**src/rtl/csr_regfile_pkg.sv**
```systemverilog
// rtl/csr_regfile_pkg.sv - shared CSR numbers, field masks, ecodes and write helper
package csr_regfile_pkg;

  localparam logic [13:0] CSR_CRMD   = 14'h000;
  localparam logic [13:0] CSR_PRMD   = 14'h001;
  localparam logic [13:0] CSR_ECFG   = 14'h004;
  localparam logic [13:0] CSR_ESTAT  = 14'h005;
  localparam logic [13:0] CSR_ERA    = 14'h006;
  localparam logic [13:0] CSR_BADV   = 14'h007;
  localparam logic [13:0] CSR_EENTRY = 14'h00c;
  localparam logic [13:0] CSR_SAVE0  = 14'h030;
  localparam logic [13:0] CSR_SAVE1  = 14'h031;
  localparam logic [13:0] CSR_SAVE2  = 14'h032;
  localparam logic [13:0] CSR_SAVE3  = 14'h033;
  localparam logic [13:0] CSR_TID    = 14'h040;
  localparam logic [13:0] CSR_TCFG   = 14'h041;
  localparam logic [13:0] CSR_TVAL   = 14'h042;
  localparam logic [13:0] CSR_TICLR  = 14'h044;

  localparam logic [31:0] CRMD_RESET     = 32'h0000_0008;
  localparam logic [31:0] CRMD_WMASK     = 32'h0000_01ff;
  localparam logic [31:0] PRMD_WMASK     = 32'h0000_0007;
  localparam logic [31:0] ECFG_WMASK     = 32'h0000_1bff;
  localparam logic [31:0] EENTRY_WMASK   = 32'hffff_ffc0;
  localparam logic [1:0]  ESTAT_SW_WMASK = 2'b11;
  localparam logic [31:0] TVAL_STOPPED   = 32'hffff_ffff;

  localparam logic [5:0]  ECODE_ADE = 6'h08;
  localparam logic [5:0]  ECODE_ALE = 6'h09;

  function automatic logic [31:0] mwrite(input logic [31:0] old_v,
                                         input logic [31:0] wval,
                                         input logic [31:0] wmask);
    return (old_v & ~wmask) | (wval & wmask);
  endfunction

endpackage

```
**src/rtl/csr_timer.sv**
```systemverilog
// rtl/csr_timer.sv - TCFG/TVAL stable timer producing the IS[11] set pulse
module csr_timer
  import csr_regfile_pkg::*;
(
  input  logic        clk_i,
  input  logic        resetn_i,
  input  logic        tcfg_we_i,
  input  logic [31:0] tcfg_wmask_i,
  input  logic [31:0] tcfg_wval_i,
  output logic [31:0] tcfg_o,
  output logic [31:0] tval_o,
  output logic        timer_set_o
);

  logic [31:0] tcfg_q, tcfg_d;
  logic [31:0] tval_q, tval_d;
  logic        set;

  always_comb begin
    tcfg_d = tcfg_q;
    tval_d = tval_q;
    set    = 1'b0;
    if (tcfg_we_i) begin
      tcfg_d = mwrite(tcfg_q, tcfg_wval_i, tcfg_wmask_i);
    end
    // A fresh enable load beats any countdown in progress.
    if (tcfg_we_i && tcfg_d[0]) begin
      tval_d = {tcfg_d[31:2], 2'b00};
    end else if (tcfg_q[0] && (tval_q != TVAL_STOPPED)) begin
      if (tval_q == 32'h0) begin
        set    = 1'b1;
        tval_d = tcfg_q[1] ? {tcfg_q[31:2], 2'b00} : TVAL_STOPPED;
      end else begin
        tval_d = tval_q - 32'h1;
      end
    end
  end

  always_ff @(posedge clk_i or negedge resetn_i) begin
    if (!resetn_i) begin
      tcfg_q <= 32'h0;
      tval_q <= 32'h0;
    end else begin
      tcfg_q <= tcfg_d;
      tval_q <= tval_d;
    end
  end

  assign tcfg_o      = tcfg_q;
  assign tval_o      = tval_q;
  assign timer_set_o = set;

endmodule

```
**src/rtl/csr_regfile.sv**
```systemverilog
// rtl/csr_regfile.sv - architectural CSR file: masked writes, exception/ertn effects, reads
module csr_regfile
  import csr_regfile_pkg::*;
#(
  parameter logic [31:0] TID_RESET = 32'h0
) (
  input  logic        clk,
  input  logic        resetn,
  input  logic        csr_re,
  input  logic [13:0] csr_rnum,
  output logic [31:0] csr_rvalue,
  input  logic        csr_we,
  input  logic [13:0] csr_wnum,
  input  logic [31:0] csr_wmask,
  input  logic [31:0] csr_wval,
  input  logic        wb_exc,
  input  logic [5:0]  wb_ecode,
  input  logic [8:0]  wb_esubcode,
  input  logic [31:0] wb_pc,
  input  logic [31:0] wb_badv,
  input  logic        ertn_flush,
  input  logic [7:0]  hw_int_in,
  input  logic        ipi_int_in,
  output logic [31:0] ex_entry,
  output logic [31:0] ertn_pc,
  output logic        has_int
);

  logic [31:0] crmd_q, crmd_d, prmd_q, prmd_d, ecfg_q, ecfg_d;
  logic [31:0] era_q, era_d, badv_q, badv_d, eentry_q, eentry_d, tid_q, tid_d;
  logic [31:0] save_q [4];
  logic [31:0] save_d [4];
  logic [1:0]  is_sw_q, is_sw_d;
  logic [7:0]  is_hw_q;
  logic        is_ipi_q, is_timer_q, is_timer_d;
  logic [5:0]  ecode_q, ecode_d;
  logic [8:0]  esubcode_q, esubcode_d;
  logic [12:0] estat_is;
  logic [31:0] estat_val, tcfg, tval;
  logic        sw_we, tcfg_we, ticlr_hit, timer_set;

  // Exception and ertn commits own the edge; software writes only land on quiet edges.
  assign sw_we     = csr_we & ~wb_exc & ~ertn_flush;
  assign tcfg_we   = sw_we & (csr_wnum == CSR_TCFG);
  assign ticlr_hit = sw_we & (csr_wnum == CSR_TICLR) & csr_wmask[0] & csr_wval[0];
  assign estat_is  = {is_ipi_q, is_timer_q, 1'b0, is_hw_q, is_sw_q};
  assign estat_val = {1'b0, esubcode_q, ecode_q, 3'b000, estat_is};

  csr_timer u_timer (
    .clk_i        (clk),
    .resetn_i     (resetn),
    .tcfg_we_i    (tcfg_we),
    .tcfg_wmask_i (csr_wmask),
    .tcfg_wval_i  (csr_wval),
    .tcfg_o       (tcfg),
    .tval_o       (tval),
    .timer_set_o  (timer_set)
  );

  always_comb begin
    crmd_d     = crmd_q;
    prmd_d     = prmd_q;
    ecfg_d     = ecfg_q;
    era_d      = era_q;
    badv_d     = badv_q;
    eentry_d   = eentry_q;
    tid_d      = tid_q;
    save_d     = save_q;
    is_sw_d    = is_sw_q;
    ecode_d    = ecode_q;
    esubcode_d = esubcode_q;
    if (wb_exc) begin
      prmd_d      = {29'h0, crmd_q[2], crmd_q[1:0]};
      crmd_d[2:0] = 3'b000;
      ecode_d     = wb_ecode;
      esubcode_d  = wb_esubcode;
      era_d       = wb_pc;
      if ((wb_ecode == ECODE_ADE) || (wb_ecode == ECODE_ALE)) begin
        badv_d = wb_badv;
      end
    end else if (ertn_flush) begin
      crmd_d[2:0] = prmd_q[2:0];
    end else if (csr_we) begin
      case (csr_wnum)
        CSR_CRMD:   crmd_d   = mwrite(crmd_q, csr_wval, csr_wmask & CRMD_WMASK);
        CSR_PRMD:   prmd_d   = mwrite(prmd_q, csr_wval, csr_wmask & PRMD_WMASK);
        CSR_ECFG:   ecfg_d   = mwrite(ecfg_q, csr_wval, csr_wmask & ECFG_WMASK);
        CSR_ESTAT:  is_sw_d  = (is_sw_q & ~(csr_wmask[1:0] & ESTAT_SW_WMASK))
                             | (csr_wval[1:0] & csr_wmask[1:0] & ESTAT_SW_WMASK);
        CSR_ERA:    era_d    = mwrite(era_q, csr_wval, csr_wmask);
        CSR_BADV:   badv_d   = mwrite(badv_q, csr_wval, csr_wmask);
        CSR_EENTRY: eentry_d = mwrite(eentry_q, csr_wval, csr_wmask & EENTRY_WMASK);
        CSR_SAVE0, CSR_SAVE1, CSR_SAVE2, CSR_SAVE3:
          save_d[csr_wnum[1:0]] = mwrite(save_q[csr_wnum[1:0]], csr_wval, csr_wmask);
        CSR_TID:    tid_d    = mwrite(tid_q, csr_wval, csr_wmask);
        default:    ;
      endcase
    end
    is_timer_d = timer_set ? 1'b1 : (ticlr_hit ? 1'b0 : is_timer_q);
  end

  always_ff @(posedge clk or negedge resetn) begin
    if (!resetn) begin
      crmd_q     <= CRMD_RESET;
      prmd_q     <= 32'h0;
      ecfg_q     <= 32'h0;
      era_q      <= 32'h0;
      badv_q     <= 32'h0;
      eentry_q   <= 32'h0;
      tid_q      <= TID_RESET;
      save_q     <= '{default: 32'h0};
      is_sw_q    <= 2'b00;
      is_hw_q    <= 8'h00;
      is_ipi_q   <= 1'b0;
      is_timer_q <= 1'b0;
      ecode_q    <= 6'h00;
      esubcode_q <= 9'h000;
    end else begin
      crmd_q     <= crmd_d;
      prmd_q     <= prmd_d;
      ecfg_q     <= ecfg_d;
      era_q      <= era_d;
      badv_q     <= badv_d;
      eentry_q   <= eentry_d;
      tid_q      <= tid_d;
      save_q     <= save_d;
      is_sw_q    <= is_sw_d;
      is_hw_q    <= hw_int_in;
      is_ipi_q   <= ipi_int_in;
      is_timer_q <= is_timer_d;
      ecode_q    <= ecode_d;
      esubcode_q <= esubcode_d;
    end
  end

  always_comb begin
    csr_rvalue = 32'h0;
    case (csr_rnum)
      CSR_CRMD:   csr_rvalue = crmd_q;
      CSR_PRMD:   csr_rvalue = prmd_q;
      CSR_ECFG:   csr_rvalue = ecfg_q;
      CSR_ESTAT:  csr_rvalue = estat_val;
      CSR_ERA:    csr_rvalue = era_q;
      CSR_BADV:   csr_rvalue = badv_q;
      CSR_EENTRY: csr_rvalue = eentry_q;
      CSR_SAVE0, CSR_SAVE1, CSR_SAVE2, CSR_SAVE3:
        csr_rvalue = save_q[csr_rnum[1:0]];
      CSR_TID:    csr_rvalue = tid_q;
      CSR_TCFG:   csr_rvalue = tcfg;
      CSR_TVAL:   csr_rvalue = tval;
      default:    csr_rvalue = 32'h0;
    endcase
  end

  assign ex_entry = eentry_q;
  assign ertn_pc  = era_q;
  assign has_int  = (|(estat_is & ecfg_q[12:0])) & crmd_q[2];

  a_read_num_known: assert property (@(posedge clk) disable iff (!resetn)
                                     csr_re |-> !$isunknown(csr_rnum));

endmodule
```
**config.mk**
```make
export PLATFORM = sky130hd
export DESIGN_NAME = csr_regfile
export DESIGN_NICKNAME = d
export VERILOG_FILES = /design/src/rtl/csr_regfile_pkg.sv /design/src/rtl/csr_timer.sv /design/src/rtl/csr_regfile.sv
export SDC_FILE = /design/constraint.sdc
export NUM_CORES = 1
export LEC_CHECK = 0
export ABC_AREA = 1
export BUFFER_PORTS_ARGS = -buffer_cell sky130_fd_sc_hd__clkbuf_2
export CAP_MARGIN = 10
export CORE_MARGIN = 2
export CORE_UTILIZATION = 39
export CTS_CLUSTER_SIZE = 24
export DETAILED_ROUTE_END_ITERATION = 8
export HOLD_SLACK_MARGIN = 0.08
export SLEW_MARGIN = 20
export SYNTH_ARGS = -nofsm -noshare
export SYNTH_HDL_FRONTEND = slang
export SYNTH_SLANG_ARGS = --single-unit
export TNS_END_PERCENT = 10
```
**constraint.sdc**
```tcl
create_clock -name clk -period 3.7 [get_ports clk]
set_input_delay 1.11 -clock clk [delete_from_list [all_inputs] [get_ports clk]]
set_output_delay 1.11 -clock clk [all_outputs]
set_load 0.02 [all_outputs]
```
==> impl_metrics.csv <==
group,metric,value,unit
floorplan,dieWidth,235,um
worst_setup_path,slowest_delay,0.31,ns
place,dp.cells,3975,
power_and_ir_drop,comb_power_share,0.119,
finish,drive_gt1_frac,0.161,
detailed_routing,drt-total-wl,84.6,mm
detailed_routing,first_pass_iters,6,
timing,max_clock_freq,255,MHz
clock_tree,clock_path_buffers,3,
yosys,synth_area,20700,um2
power_and_ir_drop,clkPwrFrac,0.439,
timing,finClkSkew,0.0193,ns
place,pre_cts_ws,-0.311,ns
timing,fin_crit_sh,1.06,
global_route,gr-total-overflow,0,
clock_tree,root_buffer,"clkbuf_16",
yosys,syn_inst,3010,
worst_setup_path,crit_slowest_cell,"nand4_1",
timing,maxSlewViolCount,0,
yosys,async_reset_ff_frac,1.00,
place,gp_congestion,0.982,
finish,final_area,25600,um2
detailed_routing,drcViolationCount,0,
power_and_ir_drop,seqPwrFrac,0.442,
floorplan,num_rows,84,
timing,finalHoldViolations,0,
power_and_ir_drop,switchingPower,2.73,mW
timing,layout_setup_ws,-0.227,ns
timing,tightestPinTransition,0.860,ns
power_and_ir_drop,switching_share,0.280,
clock_tree,cts_buffers,43,
yosys,ys_seq_area_frac,0.441,
detailed_routing,vias,22378,
detailed_routing,drt_iter0_markers,2442,
floorplan,die_h,235,um
power_and_ir_drop,power.total,9.76,mW
yosys,synth_flop_cell,"dfrtp_1",
power_and_ir_drop,p_int,7.03,mW
place,dp_hpwl,61.5,mm
clock_tree,cts.clk_slew.worst_paths,0.06,ns
finish,final_nets,3527,
timing,slew_headroom,0.425,
status,violations,"setup timing",
clock_tree,cts_tree,"done",
worst_setup_path,start_kind,"input pin",
yosys,synth_cell_types,45,
timing,setup_viol,32,
floorplan,core,52600,um2
clock_tree,cts.sinks,365,
power_and_ir_drop,ir_drop,0.291,mV
global_route,grt_max_degree,91,
hold_path,worstHoldPathType,"input pin to async pin",
flow_run,max_cap_violations,0,
power_and_ir_drop,leakage,12.6,nW
worst_setup_path,critPathCaptureType,"output port",
detailed_routing,ant_nets,0,
detailed_routing,viasPerCell,5.51,
clock_tree,cts_max_level,2,
worst_setup_path,path_class,"input pin to output port",
yosys,yosysWarnings,0,
finish,stdcell_count,4058,
detailed_routing,avgRoutedWirePerCell,20.9,um
floorplan,io_pins,283,
status,status,"finished with violations",
global_route,grt_pass1_vias,21469,
yosys,synth_top_cells_by_area,"dfrtp_1 44%, nand2_1 20%, o21ai_0 8.3%",
timing,rsz0062_at_grt,"true",
global_route,antenna_found_initial,2,
place,postPlaceCellArea,23700,um2
finish,areaGrowthSynthToFinish,23.6,%
clock_tree,ctsHoldBuffers,0,
global_route,grt_pass1_wl,126,mm
worst_setup_path,cp_max_fo,7,
clock_tree,clk_latency,0.58,ns
floorplan,start_util,0.394,
yosys,syn_area_per_cell,6.88,um2
worst_setup_path,cp.arrival,2.82,ns
floorplan,dieArea,55000,um2
power_and_ir_drop,powerDensity,381,nW/um2
yosys,synth_edf_count,0,
place,portBuffers,275,
worst_setup_path,cp.required,2.59,ns
worst_setup_path,critPathMostFrequentCell,"nor2_4",
worst_setup_path,crit_path_cell_trace,"clkbuf_2 > inv_1 > nand2_1 > nor2_4 > buf_6 > nand2_4 > nor2_4 > buf_12 > nand2_2 > o21ai_1 > nor2_1 > nand4_1 > clkbuf_8",
timing,fin_crit,3.93,ns
yosys,ys_ff_latch,365,
yosys,synth_top_cell_by_area,"dfrtp_1",
yosys,synth_top_cell_area_share,0.440,
global_route,grt_usage,0.304,
-- placed cells by master, fill, tap and decap left out, types with 15 or more instances in the layout --
cell       count
a21oi_1      138
a22o_1        21
a31oi_1       30
buf_12        24
buf_4         98
buf_6         17
clkbuf_16     43
clkbuf_2     240
clkbuf_8      32
dfrtp_1      364
inv_1        295
nand2_1     1113
nand3_1       94
nand4_1       41
nor2_1       226
o2111ai_1     15
o21ai_0      329
o21ai_1       56
o22ai_1       31
-- worst max-delay path: cells and delay by family --
family	cells	cell delay (ns)
AOI/OAI and AO/OA	1	0.07
buffers and inverters	5	0.75
and+or+nand+nor	7	0.89
-- worst paths after layout --
check                                     endpoint  cells after the start  slack [ns]              start
worst max-delay path                 csr_rvalue[6]                     13       -0.23        csr_rnum[4]
worst min-delay path                  ex_entry[25]                      1        0.44             resetn
worst max register to register  u_timer.tval_o[24]                      9        1.05  u_timer.tval_o[0]
worst min register to register       esubcode_q[2]                      2        0.48      esubcode_q[2]
max in group asynchronous              save_q[110]                      2        2.34             resetn
min in group clk                     esubcode_q[2]                      2        0.48      esubcode_q[2]
-- power by group through the flow --
stage / registers (mW) / logic (mW) / clock network, mW
finish: 4.32 / 1.16 / 4.29
detailed placement: 4.39 / 1.12 / 0
floorplan: 4.40 / 0.535 / 0
CTS: 4.32 / 1.14 / 4.34
global route: 4.34 / 1.28 / 4.49
global placement: 4.38 / 1.11 / 0
-- cells in the mapped netlist (2+ instances only) --
cell and n:
a21oi_1 139, a221oi_1 3, a22o_1 21, a22oi_1 3
a31oi_1 30, buf_1 5, buf_2 24, buf_4 10
buf_6 2, clkbuf_1 86, clkinv_1 2, dfrtp_1 364
ha_1 3, inv_1 302, inv_2 7, nand2_1 1121
nand2_4 2, nand3_1 102, nand3b_1 3, nand4_1 41
nor2_1 238, nor2_2 5, nor2_4 3, nor3_1 15
nor3_2 2, o2111ai_1 15, o21ai_0 344, o21ai_1 43
o22ai_1 34, o2bb2ai_1 14, o31ai_1 3, or2_2 3
xor2_1 9
-- state kept, by name, indices dropped and copies added (netlist names) --
register and count:
tid_q 32, esubcode_q 9, is_hw_q 8, is_ipi_q 1, ecode_q 6, badv_q 32
u_timer.tcfg_o 32, ex_entry 26, save_q 128, u_timer.tval_o 32, crmd_q 9, is_timer_q 1
ertn_pc 32, prmd_q 3, is_sw_q 2, ecfg_q 12
-- per-stage QoR --
step / hold slack [ns] / utilization / TNS [ns]
after floorplan: 0.442 / - / 0
after global placement: 0.466 / 0.451 / -6.73
after detailed placement: 0.467 / 0.451 / -7.62
after CTS: 0.433 / 0.485 / -3.58
after global routing: 0.460 / 0.487 / -5.31
final: 0.440 / 0.487 / -2.89
-- cells by family (layout without fill, tap and decap cells) --
kind of cell / Yosys count / count (layout) / synth area share
simple gates: 1543 / 1543 / 0.298
compound gates: 650 / 650 / 0.172
buf+inv: 438 / 792 / 0.0833
flops: 365 / 365 / 0.441
xor+xnor: 10 / 10 / 0.00423
fa+ha+maj: 3 / 3 / 0.00181
other cells: 1 / 7 / 0.000181
-- cell type report --
class	instances	area [um2]
fill	5204	26900
multi-input combinational	2212	10100
sequential	365	9140
timing repair buffer	405	2960
clock buffer	65	1270
inverter	311	1170
tap	688	861
clock inverter	11	120
antenna	1	2.50
-- metal layers --
layer / wire, um / vias to the layer above / GRT usage / share of wire
met3: 7230 / 176 / 0.0487 / 0.085
met4: 2860 / 0 / 0.106 / 0.034
met2: 38600 / 1062 / 0.481 / 0.46
met5: 0 / - / 0 / 0
li1: - / 10346 / - / -
met1: 35900 / 10794 / 0.422 / 0.42
-- timing repair --
action,4_1_cts,5_1_grt
buffers inserted,4,1
cloned,1,0
pin swaps,9,17
endpoints found under the setup margin,32,32
resized for setup,93,47
No activity file was read; power rests on OpenSTA's default activity.
